--- config.mk ---
export PLATFORM = sky130hd
export DESIGN_NAME = bit_unstuffer_flat
export DESIGN_NICKNAME = d
export VERILOG_FILES = /design/src/rtl/bit_unstuffer_if.sv /design/src/rtl/bit_unstuffer.sv /design/src/flat_wrapper.sv
export SDC_FILE = /design/constraint.sdc
export NUM_CORES = 1
export LEC_CHECK = 0
export ABC_AREA = 1
export CAP_MARGIN = 20
export CORE_AREA = 2 2 39 41
export CTS_CLUSTER_DIAMETER = 50
export DETAILED_ROUTE_END_ITERATION = 16
export DIE_AREA = 0 0 41 43
export GPL_ROUTABILITY_DRIVEN = 0
export GPL_TIMING_DRIVEN = 0
export HOLD_SLACK_MARGIN = 0.02
export PLACE_DENSITY = 0.63
export SYNTH_ARGS = -nofsm -noshare
export SYNTH_HDL_FRONTEND = slang
export SYNTH_SLANG_ARGS = --single-unit
--- constraint.sdc ---
create_clock -name clk -period 1.5 [get_ports clk]
set_clock_uncertainty 0.2 [all_clocks]
set_input_delay 0.3 -clock clk [delete_from_list [all_inputs] [get_ports clk]]
set_output_delay 0.3 -clock clk [all_outputs]
set_load 0.1 [all_outputs]
--- src/rtl/bit_unstuffer_if.sv ---
// Serial stream bundle between the NRZI decoder side (master) and the bit unstuffer (slave).
// stuff_err exists only when BITUNSTUFF_ERR_EN is defined.
interface bit_unstuffer_if;
    logic abort;
    logic s_in;
    logic start_unstuffer;
    logic end_unstuffer;
    logic s_out;
    logic start_decode;
    logic end_decode;
    logic bitUnstuff_wait;
`ifdef BITUNSTUFF_ERR_EN
    logic stuff_err;

    modport master (
        output abort, s_in, start_unstuffer, end_unstuffer,
        input  s_out, start_decode, end_decode, bitUnstuff_wait, stuff_err
    );
    modport slave (
        input  abort, s_in, start_unstuffer, end_unstuffer,
        output s_out, start_decode, end_decode, bitUnstuff_wait, stuff_err
    );
`else
    modport master (
        output abort, s_in, start_unstuffer, end_unstuffer,
        input  s_out, start_decode, end_decode, bitUnstuff_wait
    );
    modport slave (
        input  abort, s_in, start_unstuffer, end_unstuffer,
        output s_out, start_decode, end_decode, bitUnstuff_wait
    );
`endif
endinterface

--- src/rtl/bit_unstuffer.sv ---
// USB receive bit unstuffer: marks the bit after six ones as a wait slot, 2-cycle latency.
// Define BITUNSTUFF_ERR_EN to flag a 1 in the stuffed position on stuff_err and drop the packet.
module bit_unstuffer (
    input logic            clk,
    input logic            rst_n,
    bit_unstuffer_if.slave bus
);
    typedef enum logic [1:0] {StIdle, StActive, StFlush} state_e;

    state_e     state_q, state_d;
    logic [2:0] ones_q, ones_d;
    logic       bit1_q, bit1_d, wait1_q, wait1_d;
    logic       s_out_q, s_out_d, wait_q, wait_d;
    logic       start_q, start_d, end_q, end_d;
    logic       take, stuffed, violation;

    assign stuffed = (ones_q == 3'd6);

`ifdef BITUNSTUFF_ERR_EN
    logic err1_q, err_q;

    assign violation = stuffed & bus.s_in;

    always_ff @(posedge clk or negedge rst_n) begin
        if (!rst_n) begin
            err1_q <= 1'b0;
            err_q  <= 1'b0;
        end else begin
            err1_q <= !bus.abort && take && violation;
            err_q  <= !bus.abort && err1_q;
        end
    end

    assign bus.stuff_err = err_q;
`else
    assign violation = 1'b0;
`endif

    always_comb begin
        state_d = state_q;
        ones_d  = ones_q;
        bit1_d  = 1'b0;
        wait1_d = 1'b0;
        start_d = 1'b0;
        end_d   = 1'b0;
        take    = 1'b0;
        unique case (state_q)
            StIdle: begin
                if (bus.start_unstuffer) begin
                    state_d = StActive;
                    start_d = 1'b1;
                    take    = 1'b1;
                end
            end
            StActive: begin
                if (bus.end_unstuffer) begin
                    state_d = StFlush;
                    ones_d  = 3'd0;
                end else begin
                    take = 1'b1;
                end
            end
            StFlush: begin
                // end_q doubles as the "second flush cycle" marker
                if (end_q) state_d = StIdle;
                else       end_d   = 1'b1;
            end
            default: state_d = StIdle;
        endcase

        if (take) begin
            bit1_d  = bus.s_in;
            wait1_d = stuffed;
            ones_d  = (stuffed || !bus.s_in) ? 3'd0 : ones_q + 3'd1;
            if (violation) state_d = StIdle;
        end

        s_out_d = bit1_q;
        wait_d  = wait1_q;

        if (bus.abort) begin
            state_d = StIdle;
            ones_d  = 3'd0;
            bit1_d  = 1'b0;
            wait1_d = 1'b0;
            s_out_d = 1'b0;
            wait_d  = 1'b0;
            start_d = 1'b0;
            end_d   = 1'b0;
        end
    end

    always_ff @(posedge clk or negedge rst_n) begin
        if (!rst_n) begin
            state_q <= StIdle;
            ones_q  <= 3'd0;
            bit1_q  <= 1'b0;
            wait1_q <= 1'b0;
            s_out_q <= 1'b0;
            wait_q  <= 1'b0;
            start_q <= 1'b0;
            end_q   <= 1'b0;
        end else begin
            state_q <= state_d;
            ones_q  <= ones_d;
            bit1_q  <= bit1_d;
            wait1_q <= wait1_d;
            s_out_q <= s_out_d;
            wait_q  <= wait_d;
            start_q <= start_d;
            end_q   <= end_d;
        end
    end

    assign bus.s_out           = s_out_q;
    assign bus.bitUnstuff_wait = wait_q;
    assign bus.start_decode    = start_q;
    assign bus.end_decode      = end_q;
endmodule

--- src/flat_wrapper.sv ---
// flat-port wrapper written by rule: the top's interface ports become plain ports
module bit_unstuffer_flat 
  (clk, rst_n, bus_abort, bus_s_in, bus_start_unstuffer, bus_end_unstuffer, bus_s_out, bus_start_decode, bus_end_decode, bus_bitUnstuff_wait);
  bit_unstuffer_if bus_i ();
  input logic clk;
  input logic rst_n;
  input wire logic [$bits(bus_i.abort)-1:0] bus_abort;
  input wire logic [$bits(bus_i.s_in)-1:0] bus_s_in;
  input wire logic [$bits(bus_i.start_unstuffer)-1:0] bus_start_unstuffer;
  input wire logic [$bits(bus_i.end_unstuffer)-1:0] bus_end_unstuffer;
  output wire logic [$bits(bus_i.s_out)-1:0] bus_s_out;
  output wire logic [$bits(bus_i.start_decode)-1:0] bus_start_decode;
  output wire logic [$bits(bus_i.end_decode)-1:0] bus_end_decode;
  output wire logic [$bits(bus_i.bitUnstuff_wait)-1:0] bus_bitUnstuff_wait;
  assign bus_i.abort = bus_abort;
  assign bus_i.s_in = bus_s_in;
  assign bus_i.start_unstuffer = bus_start_unstuffer;
  assign bus_i.end_unstuffer = bus_end_unstuffer;
  assign bus_s_out = bus_i.s_out;
  assign bus_start_decode = bus_i.start_decode;
  assign bus_end_decode = bus_i.end_decode;
  assign bus_bitUnstuff_wait = bus_i.bitUnstuff_wait;
  bit_unstuffer u_core (.clk(clk), .rst_n(rst_n), .bus(bus_i));
endmodule
# Yosys cells after proc, flatten, opt, wreduce, memory -nomap -nowiden
# Cells that the tools add are included.
# W data, S select, Z words.
# op_classes
addsub	1
eq_ne	6
n_mux	24
reduce_logical	7
# op_table
cell	n
$mux W3	5
$mux W1	13
$mux W2	4
$ne A3 B3 Y1 const B	2
$pmux W2 S3	1
$reduce_bool A3 Y1	2
$add A3 B1 Y3 const B	1
$eq A3 B3 Y1 const B	1
$ne A3 B2 Y1 const B	1
$reduce_and A3 Y1	1
$eq A2 B1 Y1 const B	1
$eq A2 B2 Y1 const B	1
$logic_not A2 Y1	1
$pmux W1 S2	1
$reduce_and A2 Y1	1
$logic_not A1 Y1	1
$logic_or A1 B1 Y1	1
# totals
reg_bits	11

# Depth between registers and ports, before layout
# Gate-level depths: netlist of the first run.
# depth
word_depth	5
mapped_depth	7
ltp_nobuf	7

# Worst setup path after synthesis of the first run
# No wires, ideal clock.
# synth_path
path_kind	flip-flop to flip-flop
from	register u_core.end_q (netlist: u_core.bus.end_decode)
to	register u_core.state_q[1]
arrival_time_ns	1.246
setup_slack_ns	-0.012
path_stages_with_launch	5
path_cell_list	dfrtp_1 -> nor2_1 -> nand2_1 -> nand4_1 -> nand2_1
# synth_between
elab_chain_len	2
# synth_lines
element	line_no	rtl
start: declaration	bit_unstuffer.sv:14	logic start_q, start_d, end_q, end_d;
start signal: assignment	bit_unstuffer.sv:111	end_q <= end_d;
$ne A3 B2 Y1 (no line)	--	
$reduce_and A3 Y1 (no line)	--	
end signal: assignment	bit_unstuffer.sv:95	state_q <= StIdle;
end signal: assignment	bit_unstuffer.sv:104	state_q <= state_d;
end: declaration	bit_unstuffer.sv:10	state_e state_q, state_d;
# No other way between the ends.
# A chain may end at the register's enable or synchronous reset.

# Final worst setup path of the first run
# layout_path
from	register u_core.end_q (netlist: u_core.bus.end_decode)
to	output bus_end_decode
# layout_lines
element	line_no	rtl
end: declaration	flat_wrapper.sv:13	output wire logic [$bits(bus_i.end_decode)-1:0] bus_end_decode;
# No word-level cell between the ends.

==> results.md, run 1 <==
- Worst-path fanout max: 2
- Worst setup EP type: output port
- Cells along the critical path: buf_4
- NetSw: about 0.00018 W
- Synth Register Bits: 11
- Min-delay worst type: primary input to asynchronous set/reset pin
- GRT overflow: 0
- Clock power frac: between 30% and 40%
- Chip width: 41 um
- Root Driver: clkbuf_4
- Crit share post-route: 93.7%
- Critical path buffers and inverters: 1
- CTS tree: yes
- Yosys top cell area share: 53.3%
- Top cells by area, synth: dfrtp_1, nand2_1, nor2_1, inv_1, ha_1
- Routed via count: about 430
- Overall power: 0.000629 W
- Seq pwr share: 50.8%
- Area Growth Syn to Fin: 24.7%
- Status: finished clean
- Crit-path max cell delay: 360 ps
- CTS Buffer Depth: 2
- Place WS: -459 ps
- Worst vdd ir: 0.365 mV
- Most frequent cell after synthesis: nand2_1
- Post-route design area: 644 um^2
- WP data arrival: slightly above 900 ps
- TNS Setup: 0 ps
- Setup bufs post-CTS: 0
- Fin worst setup slack: roughly 95 ps
- TritonRoute pass-1 iters: 4
- Yosys cell types: 13
- Clk sinks: 11
- Total CTS buffers: 3
- Wire length per cell: 10.3 um
- Ports: 10
- Core Area: 1380 um^2
- Dominant synthesized flop cell: dfrtp_1
- Startpoint Class: flop
- Hold Vio Cnt, Final: 0
- Syn_area_per_cell: 8.20 um^2
- Yosys warnings: 0
- Max-Slew Margin vs Limit: 67.0%
- H-tree depth: 1
- Gate power share: between 10% and 20%
- Worst path top cell family by delay: flip-flops
- Vias in the first global route: 413
- Inserted Diodes: 0
- Residual DRC count: 0
- Lkg Pwr: 0.355 nW
- FFs w/ async S/R, synth: 100%
- Gr usage total: roughly an eighth
- Required @ worst endpoint: 1000 ps
- Largest net degree at the start of global routing: 12
- Mapped Area: between 500 and 600 um^2
- WS Path Type: flop to output port
- Clk_lat worst skew: 260 ps
- FILL cells: 148
- 1st-iter DRT viols: 8
- Syn_nets: 71
- First-pass GRT wire length: 1540 um
- EDFF count, synth: 0
- Fin. max-slew vios: 0
- Area of the die: 1760 um^2
- Sw Ratio: 29.0%
- Hold Slack: 163 ps
- Setup Viol. Count Final: 0
- Commonest cells in the netlist: nand2_1, dfrtp_1, nor2_1
- Initial antenna violation count: 0
- Initial Util: 37.3%
- Buffers on Ports: 9
- Vias/cell: 4.63
- Min Tclk post-route: roughly 1400 ps
- Internal power: about 0.00045 W
- Unrepaired setup endpoints after global routing: no
- Worst-Margin Slew: a little under 500 ps
- WL final: between 900 and 1000 um
- FMAX: 712 MHz
- Largest area contributor in the netlist: dfrtp_1
- Cell Rows: 14
- Layout cells sized above 1: 19.7%
- Clock slew at reported path FFs: approximately 70 ps
- Power per standard cell area: between 900 and 1000 nW/um^2
- Post-CTS Hold Buffers: 0
- Cells after Synth: 63
- Die Ht: 43 um
- Fraction of the yosys area taken by sequential cells: 53.3%
- Layout Nets: 85
- Routed Antenna Nets: 0
- Cell Area, Placed: 628 um^2
- CP max-delay cell: dfrtp_2
- MaxCap Viol Count: 0
- HPWL after DPL: 722 um
worst paths after layout:
kind	from	endpoint	slack, ps	cells after the start
max	u_core.bus.end_decode$_DFF_PN0_	bus_end_decode	90	1
min	rst_n	u_core.bus.start_decode$_DFF_PN0_	160	1
max reg2reg	u_core.ones_q[0]$_DFFE_PN0P_	u_core.ones_q[2]$_DFFE_PN0P_	170	7
min reg2reg	u_core.wait1_q$_DFF_PN0_	u_core.bus.bitUnstuff_wait$_DFF_PN0_	270	2
max in group asynchronous	rst_n	u_core.bus.end_decode$_DFF_PN0_	580	1
min in group clk	u_core.wait1_q$_DFF_PN0_	u_core.bus.bitUnstuff_wait$_DFF_PN0_	270	2
metrics by stage:
step,util (%),instances
after CTS,46.6,92
after global placement,45.4,88
final,46.6,92
after global routing,46.6,92
after floorplan,-,63
after detailed placement,45.4,88
layer usage:
| layer | up-vias | GRT usage (%) | share of wire [%] |
|---|---|---|---|
| li1 | 219 | - | - |
| met1 | 196 | 13.6 | 44 |
| met2 | 9 | 21.6 | 52 |
| met3 | 2 | 3.14 | 2.5 |
| met4 | 0 | 6.00 | 1.1 |
| met5 | - | 0 | 0 |
cells by family after synthesis:
group | count (synthesis) | share of synthesized area (%)
compound gates | 2 | 2.66
simple gates | 38 | 32.0
buf+inv | 10 | 7.26
flops | 11 | 53.3
fa+ha+maj | 2 | 4.84
state kept, by name, summed over array words and instances (netlist names):
register                    count
u_core.bus.end_decode           1
u_core.bus.s_out                1
u_core.bus.bitUnstuff_wait      1
u_core.state_q                  2
u_core.bit1_q                   1
u_core.wait1_q                  1
u_core.ones_q                   3
u_core.bus.start_decode         1
power by group through the flow:
stage / Combinational [W] / Clock, W / Sequential, W
5_1_grt: 0.000118 / 0.000222 / 0.000321
4_1_cts: 0.000108 / 0.000208 / 0.000319
3_3_place_gp: 0.000108 / 0 / 0.000324
3_5_place_dp: 0.000109 / 0 / 0.000325
2_1_floorplan: 0.0000441 / 0 / 0.000350
6_report: 0.000108 / 0.000202 / 0.000320
cells in the final DEF, fill, tap and decap left out:
master,count
clkbuf_4,3
nand2_2,2
dfrtp_2,1
a21oi_2,1
a21oi_1,1
dfrtp_1,10
nor2_2,1
nand3_1,3
ha_1,2
nand2_1,19
inv_1,8
buf_4,4
clkbuf_1,1
nand3_2,1
nand4_1,2
clkdlybuf4s50_1,5
inv_2,2
nor2_1,10
final cells by class:
type / instances / area, um^2 / share of cell area, %
sequential: 11 / 277 / 42.9
multi-input combinational: 42 / 204 / 31.7
timing repair buffer: 9 / 80.1 / 12.4
inverter: 10 / 37.5 / 5.83
clock buffer: 4 / 26.3 / 4.08
tap: 16 / 20.0 / 3.11
what timing repair did:
item	CTS	global route
setup endpoints to repair	4	0
resized for setup	24	0
endpoints found under the hold margin	0	0
No activity file was read; power rests on OpenSTA's default activity.
==> run 2, diff against run 1 <==
Settings changed: SKIP_LAST_GASP from default to 1.
==> results of run 2 <==
Final layout, timing and power as in run 1 (identical DEF).
==> run 3, diff against run 2 <==
Settings changed: CTS_CLUSTER_SIZE from default to 24, MAX_ROUTING_LAYER from default to met4.
==> results of run 3 <==
Final layout, timing and power as in run 1 (identical DEF).
Main changes from that run: via count of the first global-routing pass 413 -> 412; overall routing resource usage 12.7% -> 13.0%
